==> config.mk <==
export PLATFORM = sky130hd
export DESIGN_NAME = uart_rx_fifo
export DESIGN_NICKNAME = d
export VERILOG_FILES = /design/src/rtl/uart_rx_fifo.sv
export SDC_FILE = /design/constraint.sdc
export NUM_CORES = 1
export LEC_CHECK = 0
export BUFFER_PORTS_ARGS = -buffer_cell sky130_fd_sc_hd__buf_2
export CORE_MARGIN = 4
export CORE_UTILIZATION = 55
export DETAILED_ROUTE_END_ITERATION = 8
export PLACE_DENSITY_LB_ADDON = 0.12
export SKIP_LAST_GASP = 1
export SLEW_MARGIN = 20
export SYNTH_ARGS = -nofsm -noshare
export SYNTH_HDL_FRONTEND = slang
export SYNTH_SLANG_ARGS = --single-unit
==> constraint.sdc <==
create_clock -name CLK -period 3.86 [get_ports CLK]
set_input_delay 0.386 -clock CLK [delete_from_list [all_inputs] [get_ports CLK]]
set_output_delay 0.386 -clock CLK [all_outputs]
set_load 0.05 [all_outputs]
==> src/rtl/uart_rx_fifo.sv <==
// 8N1 UART receiver with mid-bit sampling feeding a first-word-fall-through FIFO.
// Framing errors and dropped bytes are reported as single-cycle pulses.
module uart_rx_fifo #(
    parameter int CLKS_PER_BIT    = 104,
    parameter int FIFO_DEPTH_LOG2 = 4
) (
    input  logic                     CLK,
    input  logic                     rst,
    input  logic                     RX,
    input  logic                     rden,
    output logic [7:0]               data_out,
    output logic                     empty,
    output logic                     full,
    output logic [FIFO_DEPTH_LOG2:0] fill_lvl,
    output logic                     frame_err,
    output logic                     overrun
);
    localparam int          PW        = FIFO_DEPTH_LOG2 + 1;
    localparam int          DEPTH     = 1 << FIFO_DEPTH_LOG2;
    localparam logic [15:0] HALF_LAST = 16'(CLKS_PER_BIT / 2 - 1);
    localparam logic [15:0] BIT_LAST  = 16'(CLKS_PER_BIT - 1);

    typedef enum logic [2:0] {IDLE, START, DATA, STOP, WAIT_IDLE} state_t;

    logic          rx_meta_reg;
    logic          rx_s_reg;
    state_t        state_reg, state_next;
    logic [15:0]   baud_reg, baud_next;
    logic [2:0]    bit_reg, bit_next;
    logic [7:0]    shift_reg, shift_next;
    logic          push_req;
    logic          ferr_next;
    logic          frame_err_reg;
    logic          overrun_reg;
    logic [PW-1:0] wptr_reg;
    logic [PW-1:0] rptr_reg;
    logic [7:0]    mem [DEPTH];
    logic          pop;
    logic          push_ok;

    always_ff @(posedge CLK) begin
        if (rst) begin
            rx_meta_reg <= 1'b1;
            rx_s_reg    <= 1'b1;
        end else begin
            rx_meta_reg <= RX;
            rx_s_reg    <= rx_meta_reg;
        end
    end

    always_ff @(posedge CLK) begin
        if (rst) begin
            state_reg     <= IDLE;
            baud_reg      <= '0;
            bit_reg       <= '0;
            shift_reg     <= '0;
            frame_err_reg <= 1'b0;
            overrun_reg   <= 1'b0;
        end else begin
            state_reg     <= state_next;
            baud_reg      <= baud_next;
            bit_reg       <= bit_next;
            shift_reg     <= shift_next;
            frame_err_reg <= ferr_next;
            overrun_reg   <= push_req && !push_ok;
        end
    end

    always_comb begin
        state_next = state_reg;
        baud_next  = baud_reg;
        bit_next   = bit_reg;
        shift_next = shift_reg;
        push_req   = 1'b0;
        ferr_next  = 1'b0;
        case (state_reg)
            IDLE: begin
                if (!rx_s_reg) begin
                    baud_next  = '0;
                    state_next = START;
                end
            end
            START: begin
                // Confirm the start bit at its middle; a high line here was a glitch.
                if (baud_reg == HALF_LAST) begin
                    if (!rx_s_reg) begin
                        baud_next  = '0;
                        bit_next   = '0;
                        state_next = DATA;
                    end else begin
                        state_next = IDLE;
                    end
                end else begin
                    baud_next = baud_reg + 16'd1;
                end
            end
            DATA: begin
                if (baud_reg == BIT_LAST) begin
                    baud_next           = '0;
                    shift_next[bit_reg] = rx_s_reg;
                    if (bit_reg == 3'd7) begin
                        state_next = STOP;
                    end else begin
                        bit_next = bit_reg + 3'd1;
                    end
                end else begin
                    baud_next = baud_reg + 16'd1;
                end
            end
            STOP: begin
                // Leave at mid-stop-bit so a back-to-back start edge is not missed.
                if (baud_reg == BIT_LAST) begin
                    baud_next = '0;
                    if (rx_s_reg) begin
                        push_req   = 1'b1;
                        state_next = IDLE;
                    end else begin
                        ferr_next  = 1'b1;
                        state_next = WAIT_IDLE;
                    end
                end else begin
                    baud_next = baud_reg + 16'd1;
                end
            end
            WAIT_IDLE: begin
                if (rx_s_reg) begin
                    state_next = IDLE;
                end
            end
            default: state_next = IDLE;
        endcase
    end

    assign fill_lvl = wptr_reg - rptr_reg;
    assign empty    = (fill_lvl == '0);
    assign full     = (fill_lvl == PW'(DEPTH));
    assign pop      = rden && !empty;
    // A pop in the same cycle frees the slot, so a full FIFO can still accept.
    assign push_ok  = push_req && (!full || pop);

    always_ff @(posedge CLK) begin
        if (push_ok) begin
            mem[wptr_reg[FIFO_DEPTH_LOG2-1:0]] <= shift_reg;
        end
    end

    always_ff @(posedge CLK) begin
        if (rst) begin
            wptr_reg <= '0;
            rptr_reg <= '0;
        end else begin
            if (push_ok) begin
                wptr_reg <= wptr_reg + PW'(1);
            end
            if (pop) begin
                rptr_reg <= rptr_reg + PW'(1);
            end
        end
    end

    assign data_out  = empty ? 8'h00 : mem[rptr_reg[FIFO_DEPTH_LOG2-1:0]];
    assign frame_err = frame_err_reg;
    assign overrun   = overrun_reg;

endmodule

**Yosys cells after proc, flatten, opt, wreduce, memory -nomap -nowiden**

Memories as Yosys holds them, arrays and structs flattened. A register that Yosys moved wholly into a read port is not among the register bits.
Index checks and enable logic that the tools add are counted.

- Reduce and logical (&&, ||, !) cells: 17
- Equality and inequality tests: 16
- Add/subtract/negate cells: 5
- Bitwise operators: 2
- Magnitude comparators: 2
- Mux-type cells: 30

Operator list:

| cell | count |
|---|---|
| 16-bit two-way mux | 3 |
| 16-bit case mux with 3 select lines | 1 |
| 3-bit two-way mux | 11 |
| 16-bit by 1-bit adder with 16-bit output, second input constant | 1 |
| 16-bit by 6-bit equality test with 1-bit output, second input constant | 1 |
| 16-bit by 7-bit equality test with 1-bit output, second input constant | 1 |
| 2-bit != test, second input constant | 8 |
| 3-bit case mux with 5 select lines | 1 |
| 5-bit by 1-bit adder with 5-bit output, second input constant | 2 |
| 8-bit bitwise mux | 1 |
| 4-bit two-way mux | 2 |
| 8-bit two-way mux | 1 |
| 1-bit two-way mux | 7 |
| 3-bit by 2-bit equality test with 1-bit output, second input constant | 2 |
| 3-bit equality test, second input constant | 2 |
| 3-bit case mux with 2 select lines | 1 |
| 6-bit AND reduction | 1 |
| 5-bit equality test, second input constant | 1 |
| 5-bit logical NOT | 1 |
| 5-bit AND reduction | 1 |
| 5-bit subtractor | 1 |
| 1-bit logical AND | 4 |
| 3-bit by 4-bit less-than comparator with 1-bit output, second input constant | 1 |
| 3-bit by 1-bit adder with 3-bit output, second input constant | 1 |
| 13 further kinds | 16 |

- Memories kept: 1
- RAM bits: 128
- Output and inout bits: 17
- Input port bits: 4
- Register bits: 44
- Logic and storage cells: 83

Memory list:

| name | words | bits a word | rd ports | clocked after Yosys merged registers in | write ports | line | text |
|---|---|---|---|---|---|---|---|
| mem | 16 | 8 | 1 | 1 | 1 | 37 | `logic [7:0] mem [DEPTH];` |

**Depth between registers and ports, before layout**

Gate-level depths: netlist (run 1).

- Word-level depth: 8
- Mapped depth: 11
- Gate-level depth less buffers: 10

**Worst setup path before layout (run 1)**

Ideal clock, no wire load.

- Kind: register to register
- From: reg wptr_reg[0]
- To: mem mem[0][0] (enable)
- Buffers on the path: 1
- Required time: 3.465 ns
- Setup slack: 0.034 ns
- Stages on the path, launching flop included: 10
- Arrival: 3.432 ns
- Library setup time: 0.395 ns
- Clock period less this slack: 3.826 ns
- Cell sequence: dfxtp_1 -> inv_1 -> ha_1 -> fa_1 -> xnor2_2 -> nor2_1 -> mux2i_1 -> o311ai_4 -> buf_4 -> nor4_1

- Cells in the longest elaborated chain, start to end: 8
- Elaborated cells on any way between the ends: 10
- Classes of those cells: 1 x add/sub; 1 x eq/ne; 2 x mux; 6 x reduce/logical

Ends and longest elaborated chain:

| what | line | text |
|---|---|---|
| start, declared | 35 | `logic [PW-1:0] wptr_reg;` |
| start signal, assigned | 153 | `wptr_reg <= wptr_reg + PW'(1);` |
| 5-bit subtractor * | 134 | `assign fill_lvl = wptr_reg - rptr_reg;` |
| via fill_lvl[2] | 14 | `output logic [FIFO_DEPTH_LOG2:0] fill_lvl,` |
| 5-bit logical NOT | 135 | `assign empty = (fill_lvl == '0);` |
| 1-bit logical NOT | 137 | `assign pop = rden && !empty;` |
| 1-bit logical AND | 137 |  |
| 1-bit logical OR * | 139 | `assign push_ok = push_req && (!full \|\| pop);` |
| 1-bit logical AND * | 139 |  |
| 1-bit two-way mux * | 142 | `if (push_ok) begin` |
| 1-bit two-way mux (implied by the code) * | 143 | `mem[wptr_reg[FIFO_DEPTH_LOG2-1:0]] <= shift_reg;` |
| end, declared | 37 |  |

Mark *: on every way through the listed nets, which the timed path passes. The rest lies on a longest branch.

**Final worst setup path (run 1)**

- From: reg wptr_reg[0]
- To: out data_out[5]

- Cells in the longest elaborated chain, start to end: 3

Ends and longest elaborated chain:

| what | line | text |
|---|---|---|
| 5-bit subtractor | 134 |  |
| 5-bit logical NOT | 135 |  |
| 8-bit two-way mux | 161 | `assign data_out = empty ? 8'h00 : mem[rptr_reg[FIFO_DEPTH_LOG2-1:0]];` |
| end, declared | 11 | `output logic [7:0] data_out,` |

No other way between the ends.

==> flow_metrics.py, run 1 <==
metrics = {
    "status": {
        "run_status": "completed",
    },
    "finish": {
        "drive_above_1_share": 0.221,
        "multiInputGateArea_um2": 2490,
        "layout_common_cells": "edfxtp_1, dfxtp_1, mux4_2",
        "largest_register_ff_count": 128,
        "fillerInstances": 969,
        "final-seq-area_um2": 4810,
        "area_growth_syn_to_layout_pct": 12.1,
        "mostFrequentLayoutCell": "edfxtp_1",
        "antennaDiodeCount": 0,
        "final_cell_utilization_of_the_core": 0.632,
        "num-nets-final": 542,
    },
    "min_path": {
        "min-delay-path-class": "input pin to flip-flop",
        "hold_path_end": "rx_meta_reg",
        "holdPathStages": 2,
        "worst_hold_startpoint": "RX",
    },
    "route": {
        "final_antenna_net_count": 0,
        "num_vias": 4270,
        "post_drt_via_cell_ratio": 5.98,
        "drt-total-wl_um": 15100,
        "dr.first_iter.drc_count": 317,
        "drc": 0,
        "route.detailed.wl_per_inst_um": 21.1,
        "drt_pre_antenna_iters": 5,
    },
    "clocking": {
        "hold_buffers": 0,
        "tritoncts": "done",
        "ctsLongestPathBuffers": 2,
        "cts_htree_levels": 4,
        "cts_num_sinks": 176,
        "cts_setup_buffers": 0,
        "tritoncts.num_buffers": 17,
        "cts_root_buf": "clkbuf_16",
        "clkLatencyLatePin_ns": 0.42,
        "post_cts_resize_count": 0,
        "clk_slew_on_worst_s_h_paths_ns": 0.06,
    },
    "setup_path": {
        "worstSetupPathType": "flip-flop to primary output",
        "r2r_setup_slack_ns": 0.54,
        "timing.critical_path.to_type": "primary output",
        "crit_required_ns": 3.47,
        "worst_r2r_startpoint": "wptr_reg[0]",
        "worst_r2r_path_depth": 9,
        "path_max_fanout": 11,
        "start_kind": "flip-flop",
        "worst_r2r_endpoint": "mem[10][0]",
        "data_arrival_time_of_the_critical_path_ns": 3.07,
    },
    "power": {
        "intPower_uw": 3460,
        "power.share.sequential": 0.414,
        "switchingPower_uw": 1540,
        "comb_power_share": 0.245,
        "clock_power_share": 0.341,
        "power_per_cell_area_nw_per_um2": 596,
        "power.static_leakage_uw": 0.00283,
        "swShare": 0.308,
        "vdd.ir_drop.worst_uv": 394,
    },
    "timing": {
        "timing.slew.headroom": 0.481,
        "final-max-slew-violation-count": 0,
        "fin_crit_sh": 0.896,
        "setup_total_negative_slack_ns": 0,
        "grt_setup_unrepaired": "no",
        "worstMarginPinSlew_ns": 0.777,
        "period_needed_ns": 3.46,
        "timing.clock.skew_ns": 0.00820,
        "setup_ws_ns": 0.403,
        "report.final.hold_viol_count": 0,
        "timing_limited_maximum_frequency_ghz": 0.289,
        "setup_violations": 0,
    },
    "run": {
        "maxCapViolations": 0,
    },
    "global_routing": {
        "grt_first_pass_wirelength_um": 23800,
        "grt_pass1_vias": 4091,
        "antenna_found_initial": 0,
        "gr-total-overflow": 0,
        "largest_net_degree_at_the_start_of_global_routing": 40,
        "global_route_usage_sum": 0.202,
    },
    "place": {
        "dp_hpwl_um": 9840,
        "final_weighted_congestion_in_routability_driven_placement": 0.854,
        "placement.setup.worst_slack_ns": 0.526,
        "placement.io_buffers": 20,
    },
    "logic_synthesis": {
        "post_synth.cell_area_avg_um2": 15.0,
        "synth_edf_count": 128,
        "most_common_flop_cell_mapped_by_yosys": "edfxtp_1",
        "synth_area_in_xor_xnor": 0.0127,
        "synthDominantCellAreaShare": 0.513,
        "yosys_top_cell_by_area": "edfxtp_1",
        "synthCells": 498,
        "mappedNetlistNets": 515,
        "synth.area.mux_share": 0.136,
        "synthTopCellsByArea": "edfxtp_1, dfxtp_1, mux4_2",
        "asyncSetResetFlopFracSynth": 0,
        "yosys.area_share.adder": 0.0227,
        "synth_top_family_by_area": "multiplexers",
        "simple_gate_share_of_the_synthesized_area": 0.108,
        "synth.ff_latch_count": 176,
        "synth_compound_area_frac": 0.0526,
        "synth_area_um2": 7490,
        "ys_seq_area_frac": 0.641,
        "netlist-cell-type-count": 54,
        "synth_warnings": 0,
    },
    "die": {
        "starting_density_of_the_core": 0.563,
        "fp_rows": 42,
        "die-area_um2": 15600,
        "width_of_the_chip_um": 125,
        "design.portCount": 21,
        "fp.coreArea_um2": 13300,
        "die_h_um": 125,
    },
}
synthesized netlist by cell type, types with 12 or more instances:
master      n
dfxtp_1    48
nor2_1     35
nand3_1    12
clkbuf_1   14
nor3_1     14
ha_1       12
o21ai_0    14
a21oi_1    25
mux4_2     40
inv_1      19
edfxtp_1  128
mux2i_1    12
nand2_1    15
layout make-up:
class | instances | area share
inverter | 19 | 0.00849
multi-input combinational | 277 | 0.296
clock buffer | 22 | 0.0603
sequential | 176 | 0.572
timing repair buffer | 34 | 0.0244
tap | 176 | 0.0262
clock inverter | 10 | 0.0118
power by group through the flow:
stage	combinational, uW	sequential (uW)	clock [uW]
after floorplan	977	2070	0
after global placement	1220	2120	0
after detailed placement	1230	2120	0
after CTS	1240	2070	1730
after global routing	1290	2080	1830
final	1230	2070	1710
how the worst max path moves through the flow:
| stage | from | end | slack [ns] | cells after the start |
|---|---|---|---|---|
| 2_1_floorplan | wptr_reg[0] | mem[0][0] | 0.03 | 9 |
| 3_3_place_gp | wptr_reg[0] | mem[8][1] | 0.62 | 9 |
| 3_5_place_dp | wptr_reg[0] | mem[10][0] | 0.53 | 9 |
| 4_1_cts | wptr_reg[0] | data_out[5] | 0.37 | 11 |
| 5_1_grt | wptr_reg[0] | data_out[4] | 0.19 | 11 |
| 6_report | wptr_reg[0] | data_out[5] | 0.40 | 11 |
per-layer routing:
metal,track usage,vias up,part of all wire
met3,0.0360,14,0.040
li1,-,1976,-
met2,0.316,97,0.49
met4,0.0664,0,0.012
met5,0,-,0
met1,0.289,2183,0.46
worst max-delay path, stage by stage (launching register included):
cell and delay [ns]:
dfxtp_1 0.37, inv_1 0.12, ha_1 0.24, fa_1 0.43
nand2b_1 0.17, a21oi_1 0.15, xor2_1 0.36, inv_1 0.18
nor2_1 0.13, buf_4 0.20, nor2b_1 0.08, buf_2 0.21
cells by family (layout without fill, tap and decap cells):
kind of cell,Yosys count,after routing
fa+ha+maj,13,13
flops,176,176
compound gates,59,59
xor+xnor,10,10
buf+inv,45,85
simple gates,143,143
mux,52,52
per-stage QoR:
step                total power, uW  cell area, um^2  cells  hold slack, ns
CTS                            5050             8400    714           0.128
global placement               3340             7790    682           0.398
detailed placement             3350             7790    682           0.400
finish                         5000             8400    714           0.147
global route                   5200             8400    714           0.141
floorplan                      3050             7490    498           0.389
(Power assumes the default switching activity.)
==> run 2: changes to the inputs <==
--- a/config.mk
+++ b/config.mk
@@ -6,12 +6,13 @@
 export NUM_CORES = 1
 export LEC_CHECK = 0
 export BUFFER_PORTS_ARGS = -buffer_cell sky130_fd_sc_hd__buf_2
+export CELL_PAD_IN_SITES_DETAIL_PLACEMENT = 2
+export CELL_PAD_IN_SITES_GLOBAL_PLACEMENT = 2
 export CORE_MARGIN = 4
-export CORE_UTILIZATION = 55
+export CORE_UTILIZATION = 46
 export DETAILED_ROUTE_END_ITERATION = 8
 export PLACE_DENSITY_LB_ADDON = 0.12
 export SKIP_LAST_GASP = 1
-export SLEW_MARGIN = 20
 export SYNTH_ARGS = -nofsm -noshare
 export SYNTH_HDL_FRONTEND = slang
 export SYNTH_SLANG_ARGS = --single-unit
==> constraint.sdc (replaced) <==
create_clock -name CLK -period 3.91 [get_ports CLK]
set_input_delay 0.391 -clock CLK [delete_from_list [all_inputs] [get_ports CLK]]
set_output_delay 0.391 -clock CLK [all_outputs]
set_load 0.05 [all_outputs]
==> run 2 against run 1 <==
  * Die area is 18% higher
  * Largest power group unchanged
  * Flip-flop and latch count unchanged
  * Critical path depth is the same
  * Largest cell class unchanged
==> flow_metrics.py, run 2 (synthesis results as in run 1) <==
metrics = {
    "setup_path": {
        "r2r_setup_slack_ns": 0.37,
        "data_arrival_time_of_the_critical_path_ns": 3.24,
        "critPathMaxStageDelay_ns": 0.42,
        "most_frequent_cell_on_critical_path": "inv_1",
        "worstSetupPathType": "flip-flop to primary output",
        "start_kind": "flip-flop",
        "timing.critical_path.buf_inv": 4,
        "path_max_fanout": 11,
        "worst_r2r_path_depth": 9,
        "crit_required_ns": 3.52,
        "worst_r2r_endpoint": "mem[5][1]",
        "crit_path_top_delay_cell": "fa_1",
        "crit_family": "buffers and inverters",
        "worst_r2r_startpoint": "wptr_reg[0]",
        "worstSetupPathDepth": 11,
        "crit_chain": "inv_1, ha_1, fa_1, nand2b_1, a21oi_1, xor2_1, inv_1, nor2_1, buf_4, nor2b_1, buf_2",
        "timing.critical_path.to_type": "primary output",
    },
    "global_routing": {
        "grt_first_pass_wirelength_um": 31500,
        "gr-total-overflow": 0,
        "antenna_found_initial": 0,
        "grt_pass1_vias": 4912,
        "global_route_usage_sum": 0.233,
        "largest_net_degree_at_the_start_of_global_routing": 40,
    },
    "clocking": {
        "ctsLongestPathBuffers": 2,
        "cts_num_sinks": 176,
        "tritoncts.num_buffers": 17,
        "cts_root_buf": "clkbuf_16",
        "clkLatencyLatePin_ns": 0.42,
        "cts_setup_buffers": 0,
        "post_cts_resize_count": 0,
        "tritoncts": "done",
        "clk_slew_on_worst_s_h_paths_ns": 0.07,
        "cts_htree_levels": 4,
        "hold_buffers": 0,
    },
    "finish": {
        "antennaDiodeCount": 0,
        "drive_above_1_share": 0.235,
        "final_cell_utilization_of_the_core": 0.530,
        "area_growth_syn_to_layout_pct": 12.8,
        "mostFrequentLayoutCell": "edfxtp_1",
        "num-nets-final": 548,
        "largest_register_ff_count": 128,
        "layout_common_cells": "edfxtp_1, dfxtp_1, mux4_2",
    },
    "die": {
        "design.portCount": 21,
        "die_h_um": 136,
        "starting_density_of_the_core": 0.470,
        "fp.coreArea_um2": 15900,
        "width_of_the_chip_um": 136,
        "fp_rows": 46,
        "die-area_um2": 18400,
    },
    "route": {
        "final_antenna_net_count": 0,
        "route.detailed.wl_per_inst_um": 26.6,
        "num_vias": 4453,
        "post_drt_via_cell_ratio": 5.86,
        "dr.first_iter.drc_count": 264,
        "drt-total-wl_um": 20200,
        "drt_pre_antenna_iters": 4,
        "drc": 0,
    },
    "power": {
        "power_per_cell_area_nw_per_um2": 574,
        "vdd.ir_drop.worst_uv": 366,
        "power.static_leakage_uw": 0.00282,
    },
    "timing": {
        "timing.clock.skew_ns": 0.00905,
        "setup_ws_ns": 0.281,
        "fin_crit_sh": 0.928,
        "setup_violations": 0,
        "timing.slew.headroom": 0.449,
        "final-max-slew-violation-count": 0,
        "setup_total_negative_slack_ns": 0,
        "period_needed_ns": 3.63,
        "worstMarginPinSlew_ns": 0.825,
        "report.final.hold_viol_count": 0,
        "timing_limited_maximum_frequency_ghz": 0.276,
        "grt_setup_unrepaired": "no",
    },
    "min_path": {
        "hold_path_end": "rx_meta_reg",
        "min-delay-path-class": "input pin to flip-flop",
        "worst_hold_startpoint": "RX",
        "holdPathStages": 2,
    },
    "place": {
        "dp_hpwl_um": 13700,
        "placement.io_buffers": 20,
        "placement.setup.worst_slack_ns": 0.360,
        "final_weighted_congestion_in_routability_driven_placement": 0.766,
    },
    "run": {
        "maxCapViolations": 0,
    },
    "status": {
        "run_status": "completed",
    },
}
==> run 2: layout make-up <==
type,instances,area [um^2]
Clock buffer,18,429
Clock inverter,14,111
Fill cell,1477,7490
Inverter,19,71.3
Multi-Input combinational cell,277,2510
Sequential cell,176,4810
Tap cell,216,270
Timing Repair Buffer,40,250
==> run 2: power by group <==
| part | internal [uW] | leakage, uW | switching, uW |
|---|---|---|---|
| Sequential | 1990 | 0.00157 | 30.3 |
| Clock | 820 | 0.000247 | 740 |
| Combinational | 434 | 0.000996 | 838 |
| Total | 3250 | 0.00282 | 1610 |
==> run 2: worst max path at each step <==
stage	start	end
after global routing	wptr_reg[0]	data_out[0]
after global placement	wptr_reg[0]	mem[5][3]
final	wptr_reg[0]	data_out[0]
after floorplan	wptr_reg[0]	mem[0][0]
after CTS	wptr_reg[0]	data_out[0]
after detailed placement	wptr_reg[0]	mem[5][5]
==> run 2: through the flow <==
stage,std cells,power (uW),instance area [um^2],hold WS [ns]
2_1_floorplan,498,3010,7490,0.389
3_3_place_gp,728,3300,7910,0.405
3_5_place_dp,728,3340,7910,0.403
4_1_cts,760,4900,8450,0.136
5_1_grt,760,5040,8450,0.131
6_report,760,4860,8450,0.150
==> run 2: routing by layer <==
metal | routed length [um] | part of all wire | global-route usage
met5 | 0 | 0 | 0
met4 | 245 | 0.012 | 0.0571
met3 | 553 | 0.027 | 0.0301
met2 | 10600 | 0.52 | 0.403
met1 | 8810 | 0.44 | 0.316
